### config.mk
export PLATFORM = sky130hd
export DESIGN_NAME = load_store_unit_flat
export DESIGN_NICKNAME = d
export VERILOG_FILES = /design/src/rtl/lsu_pkg.sv /design/src/rtl/load_store_unit_if.sv /design/src/rtl/lsu_lane_align.sv /design/src/rtl/load_store_unit.sv /design/src/flat_wrapper.sv
export SDC_FILE = /design/constraint.sdc
export NUM_CORES = 1
export LEC_CHECK = 0
export CAP_MARGIN = 20
export CORE_MARGIN = 5
export CORE_UTILIZATION = 50
export CTS_CLUSTER_DIAMETER = 120
export DETAILED_ROUTE_END_ITERATION = 8
export PLACE_DENSITY = 0.82
export RECOVER_POWER = 100
export SETUP_SLACK_MARGIN = 0.3
export SYNTH_ARGS = -nofsm -noshare
export SYNTH_HDL_FRONTEND = slang
export SYNTH_SLANG_ARGS = --single-unit
### constraint.sdc
create_clock -name clk -period 10.1 [get_ports clk]
set_input_delay 1.515 -clock clk [delete_from_list [all_inputs] [get_ports clk]]
set_output_delay 1.515 -clock clk [all_outputs]
set_load 0.1 [all_outputs]
### src/rtl/lsu_pkg.sv
// Shared width codes, FSM state encoding and alignment helpers for the load/store unit.
package lsu_pkg;

   localparam logic [2:0] F3_B  = 3'b000;
   localparam logic [2:0] F3_H  = 3'b001;
   localparam logic [2:0] F3_W  = 3'b010;
   localparam logic [2:0] F3_BU = 3'b100;
   localparam logic [2:0] F3_HU = 3'b101;

   typedef enum logic [2:0] {
      ST_IDLE,
      ST_RD,
      ST_RD_WAIT,
      ST_WR,
      ST_DONE
   } lsu_state_e;

   function automatic logic is_misaligned(input logic [2:0] funct3, input logic [1:0] lo);
      case (funct3)
         F3_H, F3_HU: return lo[0];
         F3_W:        return lo != 2'b00;
         default:     return 1'b0;
      endcase
   endfunction

   // Unsigned widths exist only for loads; 011/110/111 are undefined.
   function automatic logic is_illegal(input logic [2:0] funct3, input logic write);
      return (funct3 == 3'b011) || (funct3[2:1] == 2'b11) || (write && funct3[2]);
   endfunction

endpackage

### src/rtl/load_store_unit_if.sv
// Request/response handshake plus DataMemory port of the load/store unit.
interface load_store_unit_if #(
   parameter int ADDR_WIDTH = 32
);
   logic                  req_valid;
   logic                  req_ready;
   logic                  req_write;
   logic [2:0]            req_funct3;
   logic [ADDR_WIDTH-1:0] req_addr;
   logic [31:0]           req_wdata;

   logic                  resp_valid;
   logic                  resp_ready;
   logic [31:0]           resp_rdata;
   logic                  resp_err;

   logic                  memRead;
   logic                  memWrite;
   logic [ADDR_WIDTH-1:0] address;
   logic [31:0]           writeData;
   logic [31:0]           readData;

   modport slave (
      input  req_valid, req_write, req_funct3, req_addr, req_wdata, resp_ready, readData,
      output req_ready, resp_valid, resp_rdata, resp_err, memRead, memWrite, address, writeData
   );

   modport master (
      output req_valid, req_write, req_funct3, req_addr, req_wdata, resp_ready, readData,
      input  req_ready, resp_valid, resp_rdata, resp_err, memRead, memWrite, address, writeData
   );
endinterface

### src/rtl/lsu_lane_align.sv
// Combinational lane logic: extracts/extends load data and merges sub-word store data into a word.
module lsu_lane_align
   import lsu_pkg::*;
(
   input  logic [31:0] word_i,
   input  logic [31:0] wdata_i,
   input  logic [1:0]  lane_i,
   input  logic [2:0]  funct3_i,
   output logic [31:0] rdata_o,
   output logic [31:0] merged_o
);
   logic [7:0]  byte_v;
   logic [15:0] half_v;

   always_comb begin
      byte_v = word_i[{lane_i, 3'b000} +: 8];
      half_v = lane_i[1] ? word_i[31:16] : word_i[15:0];

      rdata_o = word_i;
      case (funct3_i)
         F3_B:    rdata_o = {{24{byte_v[7]}}, byte_v};
         F3_BU:   rdata_o = {24'h0, byte_v};
         F3_H:    rdata_o = {{16{half_v[15]}}, half_v};
         F3_HU:   rdata_o = {16'h0, half_v};
         default: rdata_o = word_i;
      endcase

      merged_o = word_i;
      case (funct3_i)
         F3_B: merged_o[{lane_i, 3'b000} +: 8] = wdata_i[7:0];
         F3_H: begin
            if (lane_i[1]) merged_o[31:16] = wdata_i[15:0];
            else           merged_o[15:0]  = wdata_i[15:0];
         end
         default: merged_o = wdata_i;
      endcase
   end
endmodule

### src/rtl/load_store_unit.sv
// Load/store unit: one request at a time, word-aligned DataMemory access,
// load extension and read-modify-write for byte/halfword stores.
module load_store_unit
   import lsu_pkg::*;
#(
   parameter int ADDR_WIDTH  = 32,
   parameter int MEM_RD_WAIT = 1
) (
   input  logic             clk,
   input  logic             reset,
   load_store_unit_if.slave bus
);
   lsu_state_e            state_q;
   logic                  write_q;
   logic [2:0]            funct3_q;
   logic [1:0]            lane_q;
   logic [31:0]           wdata_q;
   logic [1:0]            wait_cnt_q;

   logic                  memRead_q;
   logic                  memWrite_q;
   logic [ADDR_WIDTH-1:0] address_q;
   logic [31:0]           writeData_q;
   logic                  resp_valid_q;
   logic                  resp_err_q;
   logic [31:0]           resp_rdata_q;

   logic                  req_bad;
   logic                  capture;
   logic [31:0]           load_data;
   logic [31:0]           merged_data;

   assign req_bad = is_illegal(bus.req_funct3, bus.req_write) ||
                    is_misaligned(bus.req_funct3, bus.req_addr[1:0]);

   // readData is sampled on the last edge the read is held.
   assign capture = ((state_q == ST_RD) && (MEM_RD_WAIT == 0)) ||
                    ((state_q == ST_RD_WAIT) && (wait_cnt_q == 2'd0));

   lsu_lane_align u_lane_align (
      .word_i   (bus.readData),
      .wdata_i  (wdata_q),
      .lane_i   (lane_q),
      .funct3_i (funct3_q),
      .rdata_o  (load_data),
      .merged_o (merged_data)
   );

   always_ff @(posedge clk or posedge reset) begin
      if (reset) begin
         state_q      <= ST_IDLE;
         write_q      <= 1'b0;
         funct3_q     <= 3'b000;
         lane_q       <= 2'b00;
         wdata_q      <= 32'h0;
         wait_cnt_q   <= 2'd0;
         memRead_q    <= 1'b0;
         memWrite_q   <= 1'b0;
         address_q    <= '0;
         writeData_q  <= 32'h0;
         resp_valid_q <= 1'b0;
         resp_err_q   <= 1'b0;
         resp_rdata_q <= 32'h0;
      end else begin
         case (state_q)
            ST_IDLE: begin
               if (bus.req_valid) begin
                  write_q  <= bus.req_write;
                  funct3_q <= bus.req_funct3;
                  lane_q   <= bus.req_addr[1:0];
                  wdata_q  <= bus.req_wdata;
                  if (req_bad) begin
                     state_q      <= ST_DONE;
                     resp_valid_q <= 1'b1;
                     resp_err_q   <= 1'b1;
                     resp_rdata_q <= 32'h0;
                  end else begin
                     address_q <= {bus.req_addr[ADDR_WIDTH-1:2], 2'b00};
                     if (bus.req_write && (bus.req_funct3 == F3_W)) begin
                        state_q     <= ST_WR;
                        memWrite_q  <= 1'b1;
                        writeData_q <= bus.req_wdata;
                     end else begin
                        state_q   <= ST_RD;
                        memRead_q <= 1'b1;
                     end
                  end
               end
            end

            ST_RD, ST_RD_WAIT: begin
               if (capture) begin
                  memRead_q <= 1'b0;
                  if (write_q) begin
                     state_q     <= ST_WR;
                     memWrite_q  <= 1'b1;
                     writeData_q <= merged_data;
                  end else begin
                     state_q      <= ST_DONE;
                     resp_valid_q <= 1'b1;
                     resp_err_q   <= 1'b0;
                     resp_rdata_q <= load_data;
                  end
               end else if (state_q == ST_RD) begin
                  state_q    <= ST_RD_WAIT;
                  wait_cnt_q <= 2'(MEM_RD_WAIT - 1);
               end else begin
                  wait_cnt_q <= wait_cnt_q - 2'd1;
               end
            end

            ST_WR: begin
               memWrite_q   <= 1'b0;
               state_q      <= ST_DONE;
               resp_valid_q <= 1'b1;
               resp_err_q   <= 1'b0;
               resp_rdata_q <= 32'h0;
            end

            ST_DONE: begin
               if (bus.resp_ready) begin
                  resp_valid_q <= 1'b0;
                  state_q      <= ST_IDLE;
               end
            end

            default: state_q <= ST_IDLE;
         endcase
      end
   end

   assign bus.req_ready  = (state_q == ST_IDLE);
   assign bus.resp_valid = resp_valid_q;
   assign bus.resp_err   = resp_err_q;
   assign bus.resp_rdata = resp_rdata_q;
   assign bus.memRead    = memRead_q;
   assign bus.memWrite   = memWrite_q;
   assign bus.address    = address_q;
   assign bus.writeData  = writeData_q;

endmodule

### src/flat_wrapper.sv
// flat-port wrapper written by rule: the top's interface ports become plain ports
module load_store_unit_flat import lsu_pkg::*;
#(
   parameter int ADDR_WIDTH  = 32,
   parameter int MEM_RD_WAIT = 1
)
  (clk, reset, bus_req_valid, bus_req_write, bus_req_funct3, bus_req_addr, bus_req_wdata, bus_resp_ready, bus_readData, bus_req_ready, bus_resp_valid, bus_resp_rdata, bus_resp_err, bus_memRead, bus_memWrite, bus_address, bus_writeData);
  load_store_unit_if #(.ADDR_WIDTH(ADDR_WIDTH)) bus_i ();
  input  logic clk;
  input  logic reset;
  input wire logic [$bits(bus_i.req_valid)-1:0] bus_req_valid;
  input wire logic [$bits(bus_i.req_write)-1:0] bus_req_write;
  input wire logic [$bits(bus_i.req_funct3)-1:0] bus_req_funct3;
  input wire logic [$bits(bus_i.req_addr)-1:0] bus_req_addr;
  input wire logic [$bits(bus_i.req_wdata)-1:0] bus_req_wdata;
  input wire logic [$bits(bus_i.resp_ready)-1:0] bus_resp_ready;
  input wire logic [$bits(bus_i.readData)-1:0] bus_readData;
  output wire logic [$bits(bus_i.req_ready)-1:0] bus_req_ready;
  output wire logic [$bits(bus_i.resp_valid)-1:0] bus_resp_valid;
  output wire logic [$bits(bus_i.resp_rdata)-1:0] bus_resp_rdata;
  output wire logic [$bits(bus_i.resp_err)-1:0] bus_resp_err;
  output wire logic [$bits(bus_i.memRead)-1:0] bus_memRead;
  output wire logic [$bits(bus_i.memWrite)-1:0] bus_memWrite;
  output wire logic [$bits(bus_i.address)-1:0] bus_address;
  output wire logic [$bits(bus_i.writeData)-1:0] bus_writeData;
  assign bus_i.req_valid = bus_req_valid;
  assign bus_i.req_write = bus_req_write;
  assign bus_i.req_funct3 = bus_req_funct3;
  assign bus_i.req_addr = bus_req_addr;
  assign bus_i.req_wdata = bus_req_wdata;
  assign bus_i.resp_ready = bus_resp_ready;
  assign bus_i.readData = bus_readData;
  assign bus_req_ready = bus_i.req_ready;
  assign bus_resp_valid = bus_i.resp_valid;
  assign bus_resp_rdata = bus_i.resp_rdata;
  assign bus_resp_err = bus_i.resp_err;
  assign bus_memRead = bus_i.memRead;
  assign bus_memWrite = bus_i.memWrite;
  assign bus_address = bus_i.address;
  assign bus_writeData = bus_i.writeData;
  load_store_unit #(.ADDR_WIDTH(ADDR_WIDTH), .MEM_RD_WAIT(MEM_RD_WAIT)) u_core (.clk(clk), .reset(reset), .bus(bus_i));
endmodule
==> results_tabular.tex <==
\begin{tabular}{lr}
\hline
Metric & Value \\
\hline
\multicolumn{2}{l}{\textbf{Status}} \\
\quad Result of the run & complete, but fails checks \\
\quad Violations in the final reports & capacitance limit, slew limit \\
\multicolumn{2}{l}{\textbf{Synth}} \\
\quad Library cells used by synthesis & 64 \\
\quad Biggest area consumer among synthesized cells & dfrtp\_1 \\
\quad Dominant cells by area after synthesis & dfrtp\_1, mux2\_2, mux2\_1 \\
\quad Register bit total from synthesis & around 140 \\
\quad Cell count after synthesis & about 730 \\
\quad Number of enable flip-flop cells after synthesis & 0 \\
\quad Top-area cell type share of the netlist area & a little under half \\
\quad Main synth FF type & dfrtp\_1 \\
\quad Number of synthesis warnings & 0 \\
\quad Cell area after synthesis & roughly 7700 µm² \\
\quad Synth async-reset ratio & 100.0\% \\
\quad Mean area per synthesized cell & 10.50 µm² \\
\quad Part of the Yosys area used for sequential elements & around 46\% \\
\multicolumn{2}{l}{\textbf{Timing}} \\
\quad Final setup violating endpoints & 0 \\
\quad Final critical-path required period & roughly 5700 ps \\
\quad Achievable clock frequency & roughly 170 MHz \\
\quad Final Hold Vio Count & 0 \\
\quad Count of pins over their slew limit & $\sim$110 \\
\quad Final hold slack & between 400 and 500 ps \\
\quad Layout Skew & around 8 ps \\
\quad Setup tns final & 0 ps \\
\quad Period utilization & between 50\% and 60\% \\
\quad Transition at the pin with the smallest max-transition slack & about 3000 ps \\
\quad Relative slew slack & -96.54\% \\
\quad Unrepaired setup endpoints after global routing & no \\
\multicolumn{2}{l}{\textbf{Global route}} \\
\quad Wire length of the first global-routing pass & around 37000 µm \\
\quad Number of antenna violations at the first check in global routing & 1 \\
\quad GRT Overall Usage & approximately 26\% \\
\quad Final global-route overflow total & 0 \\
\quad Via count of the first global-routing pass & roughly 6600 \\
\quad Pin count of the biggest net entering global routing & between 70 and 80 \\
\multicolumn{2}{l}{\textbf{Final layout}} \\
\quad Most common cell after layout, fill and taps aside & dfrtp\_1 \\
\quad Fill cell count & between 1000 and 1500 \\
\quad Sequential Area & approximately 3500 µm² \\
\quad Layout-stage area growth over the synthesis result & 34.58\% \\
\quad Share of post-route cells with drive strength above 1 & 9.141\% \\
\quad Area of combinational cells with multiple inputs & roughly 3700 µm² \\
\quad Number of nets in the layout & 1006 \\
\quad Commonest cells after routing, fill and taps aside & dfrtp\_1, dlygate4sd3\_1, clkdlybuf4s50\_1, nor2\_1, o21ai\_0 \\
\quad Post-layout instance count excluding filler cells & approximately 1100 \\
\multicolumn{2}{l}{\textbf{Setup path}} \\
\quad Kind of end point of the critical path & flip-flop \\
\quad Maximum single-stage delay on the critical path & approximately 1700 ps \\
\quad Worst flop-to-flop path endpoint & u\_core.bus.address[17] \\
\quad Cell-by-cell trace of the critical path & dlygate4sd3\_1 > nor4b\_1 > clkbuf\_1 > nand2\_1 > clkbuf\_1 > mux2\_1 \\
\quad Max stage delay cell, worst path & clkbuf\_1 \\
\quad Critical Path AT & between 6000 and 7000 ps \\
\quad Reg2reg path depth & 5 \\
\quad Data required, critical path & around 10000 ps \\
\quad Cell family contributing the most delay on the critical path & buffers and inverters \\
\quad CP Buf/Inv Count & 3 \\
\quad Library cell appearing most often on the critical path & clkbuf\_1 \\
\quad Type of the worst setup path & input port to flip-flop \\
\quad Slack of the worst reg-to-reg path & $\sim$5300 ps \\
\quad Launching point of the worst reg2reg path & u\_core.state\_q[0] \\
\quad Kind of start point of the critical path & input port \\
\quad Largest fanout on the critical path & 45 \\
\multicolumn{2}{l}{\textbf{Hold path}} \\
\quad Type of the worst min-delay path & flip-flop to flip-flop \\
\quad Worst hold stages & 1 \\
\quad Worst hold start & u\_core.bus.address[5] \\
\quad Min-Delay Endpoint & u\_core.bus.address[5] \\
\multicolumn{2}{l}{\textbf{Flow run}} \\
\quad Max Cap Viol & 2 \\
\multicolumn{2}{l}{\textbf{Clocking}} \\
\quad Count of H-tree levels built during CTS & 4 \\
\quad Clock Latency Late Sink & between 400 and 500 ps \\
\quad TritonCTS sink count & $\sim$140 \\
\quad CTS clk-pin slew, worst paths & roughly 60 ps \\
\quad Clk Tree Root Cell & clkbuf\_16 \\
\quad Resized cells post-CTS & 0 \\
\quad Total CTS buffers & 17 \\
\quad Hold-fix buffers at CTS & 0 \\
\quad Maximum number of buffers from clock root to sink & 2 \\
\quad Setup fix buffers added after clock tree synthesis & 0 \\
\quad Clock tree from TritonCTS & built \\
\multicolumn{2}{l}{\textbf{Floorplan}} \\
\quad Chip height & 133.8 µm \\
\quad Die outline width & roughly 130 µm \\
\quad Initial Utilization & between 50\% and 60\% \\
\quad Count of standard-cell rows & 45 \\
\quad Core box area & around 15000 µm² \\
\quad Die Area & about 18000 µm² \\
\quad Io pins & roughly 210 \\
\multicolumn{2}{l}{\textbf{Placement}} \\
\quad Post-Place Cells & between 1000 and 1500 \\
\quad Routability Congestion & about 0.9 \\
\quad Post-detailed-placement half-perimeter wirelength & about 16000 µm \\
\quad Input/output buffers & a little over 200 \\
\multicolumn{2}{l}{\textbf{Detailed routing}} \\
\quad Detailed-routing iteration count for the pre-antenna-repair pass & 6 \\
\quad Vias per inst & about 6.2 \\
\quad ANT nets after route & 0 \\
\quad Post-Route WL & between 20000 and 25000 µm \\
\quad DR vias & a little under 7000 \\
\quad Post-detailed-route wirelength per cell & 21.20 µm \\
\quad Starting DRC count in detailed routing & 768 \\
\quad Remaining routing DRC violations & 0 \\
\hline
\end{tabular}
-- cells by family (layout without fill, tap and decap cells) --
group / Yosys count / after routing / synth area share, %
compound gates: 232 / 232 / 22.47
simple gates: 157 / 157 / 10.52
flops: 141 / 141 / 46.08
mux: 102 / 102 / 14.59
buf+inv: 88 / 266 / 4.967
fa+ha+maj: 7 / 7 / 1.111
other cells: 1 / 3 / 0.04897
xor+xnor: 1 / 1 / 0.2125
-- synth_stat cells, types with 8 or more instances --
cell type and count:
a21oi_1 35, a221o_1 22, mux2i_1 34, o221ai_1 14, nor3_1 10, o2111ai_1 8
o31ai_1 16, buf_2 22, o2bb2ai_1 19, nand2_1 35, nor2_1 54, inv_1 20
nor2b_1 19, mux2_1 31, mux2_2 36, a22o_1 12, dfrtp_1 141, o21ai_0 43
nand4_1 8, a221oi_1 16, a31oi_1 8, clkbuf_1 37, nand2b_1 8
-- metrics by stage --
step / cell area, µm² / utilization, % / setup WS [ps]
after floorplan: 7661 / - / 4804
after global placement: 9698 / 64.27 / 6126
after detailed placement: 9703 / 64.30 / 6075
after CTS: 10340 / 68.51 / 5995
after global routing: 10300 / 68.29 / 4017
final: 10300 / 68.29 / 4370
-- cell type report --
class | count | share of cell area (%)
Multi-Input combinational cell | 501 | 36.21
Antenna cell | 1 | 0.02428
Sequential cell | 141 | 34.25
Inverter | 21 | 0.7771
Timing Repair Buffer | 214 | 20.30
Clock inverter | 9 | 1.554
Clock buffer | 22 | 4.602
Tap cell | 188 | 2.283
-- flip-flops by register name, indices dropped and copies added (netlist names) --
signal / count
u_core.bus.resp_rdata: 32
u_core.bus.writeData: 32
u_core.wdata_q: 32
u_core.bus.address: 30
u_core.funct3_q: 3
u_core.state_q: 3
u_core.lane_q: 2
u_core.wait_cnt_q: 2
u_core.bus.memRead: 1
u_core.bus.memWrite: 1
u_core.bus.resp_err: 1
u_core.bus.resp_valid: 1
u_core.write_q: 1
-- worst max-delay path by stage --
stage                      startpoint                      to  cells after the start
floorplan                       reset  u_core.bus.address[10]                      1
global placement        bus_req_valid  u_core.bus.address[25]                      6
finish                  bus_req_valid  u_core.bus.address[17]                      6
global route            bus_req_valid  u_core.bus.address[24]                      6
CTS                 u_core.state_q[0]           bus_req_ready                      2
detailed placement      bus_req_valid  u_core.bus.address[17]                      6
-- worst reg2reg max path, stage by stage (launching register included) --
cell      delay [ps]
dfrtp_1          630
nor4b_1          430
clkbuf_1        1660
nand2_1          820
clkbuf_1         670
mux2_1           510
-- layer usage --
layer | GRT usage [%] | up-vias | part of all wire [%]
li1 | - | 3106 | -
met5 | 0 | - | 0
met2 | 38.80 | 367 | 46
met1 | 36.17 | 3270 | 42
met3 | 6.080 | 56 | 9.5
met4 | 10.57 | 0 | 2.8
Power is left out: the tool's default activity adds up to more than one toggle a clock period on the data nets, which glitch-free logic cannot reach.
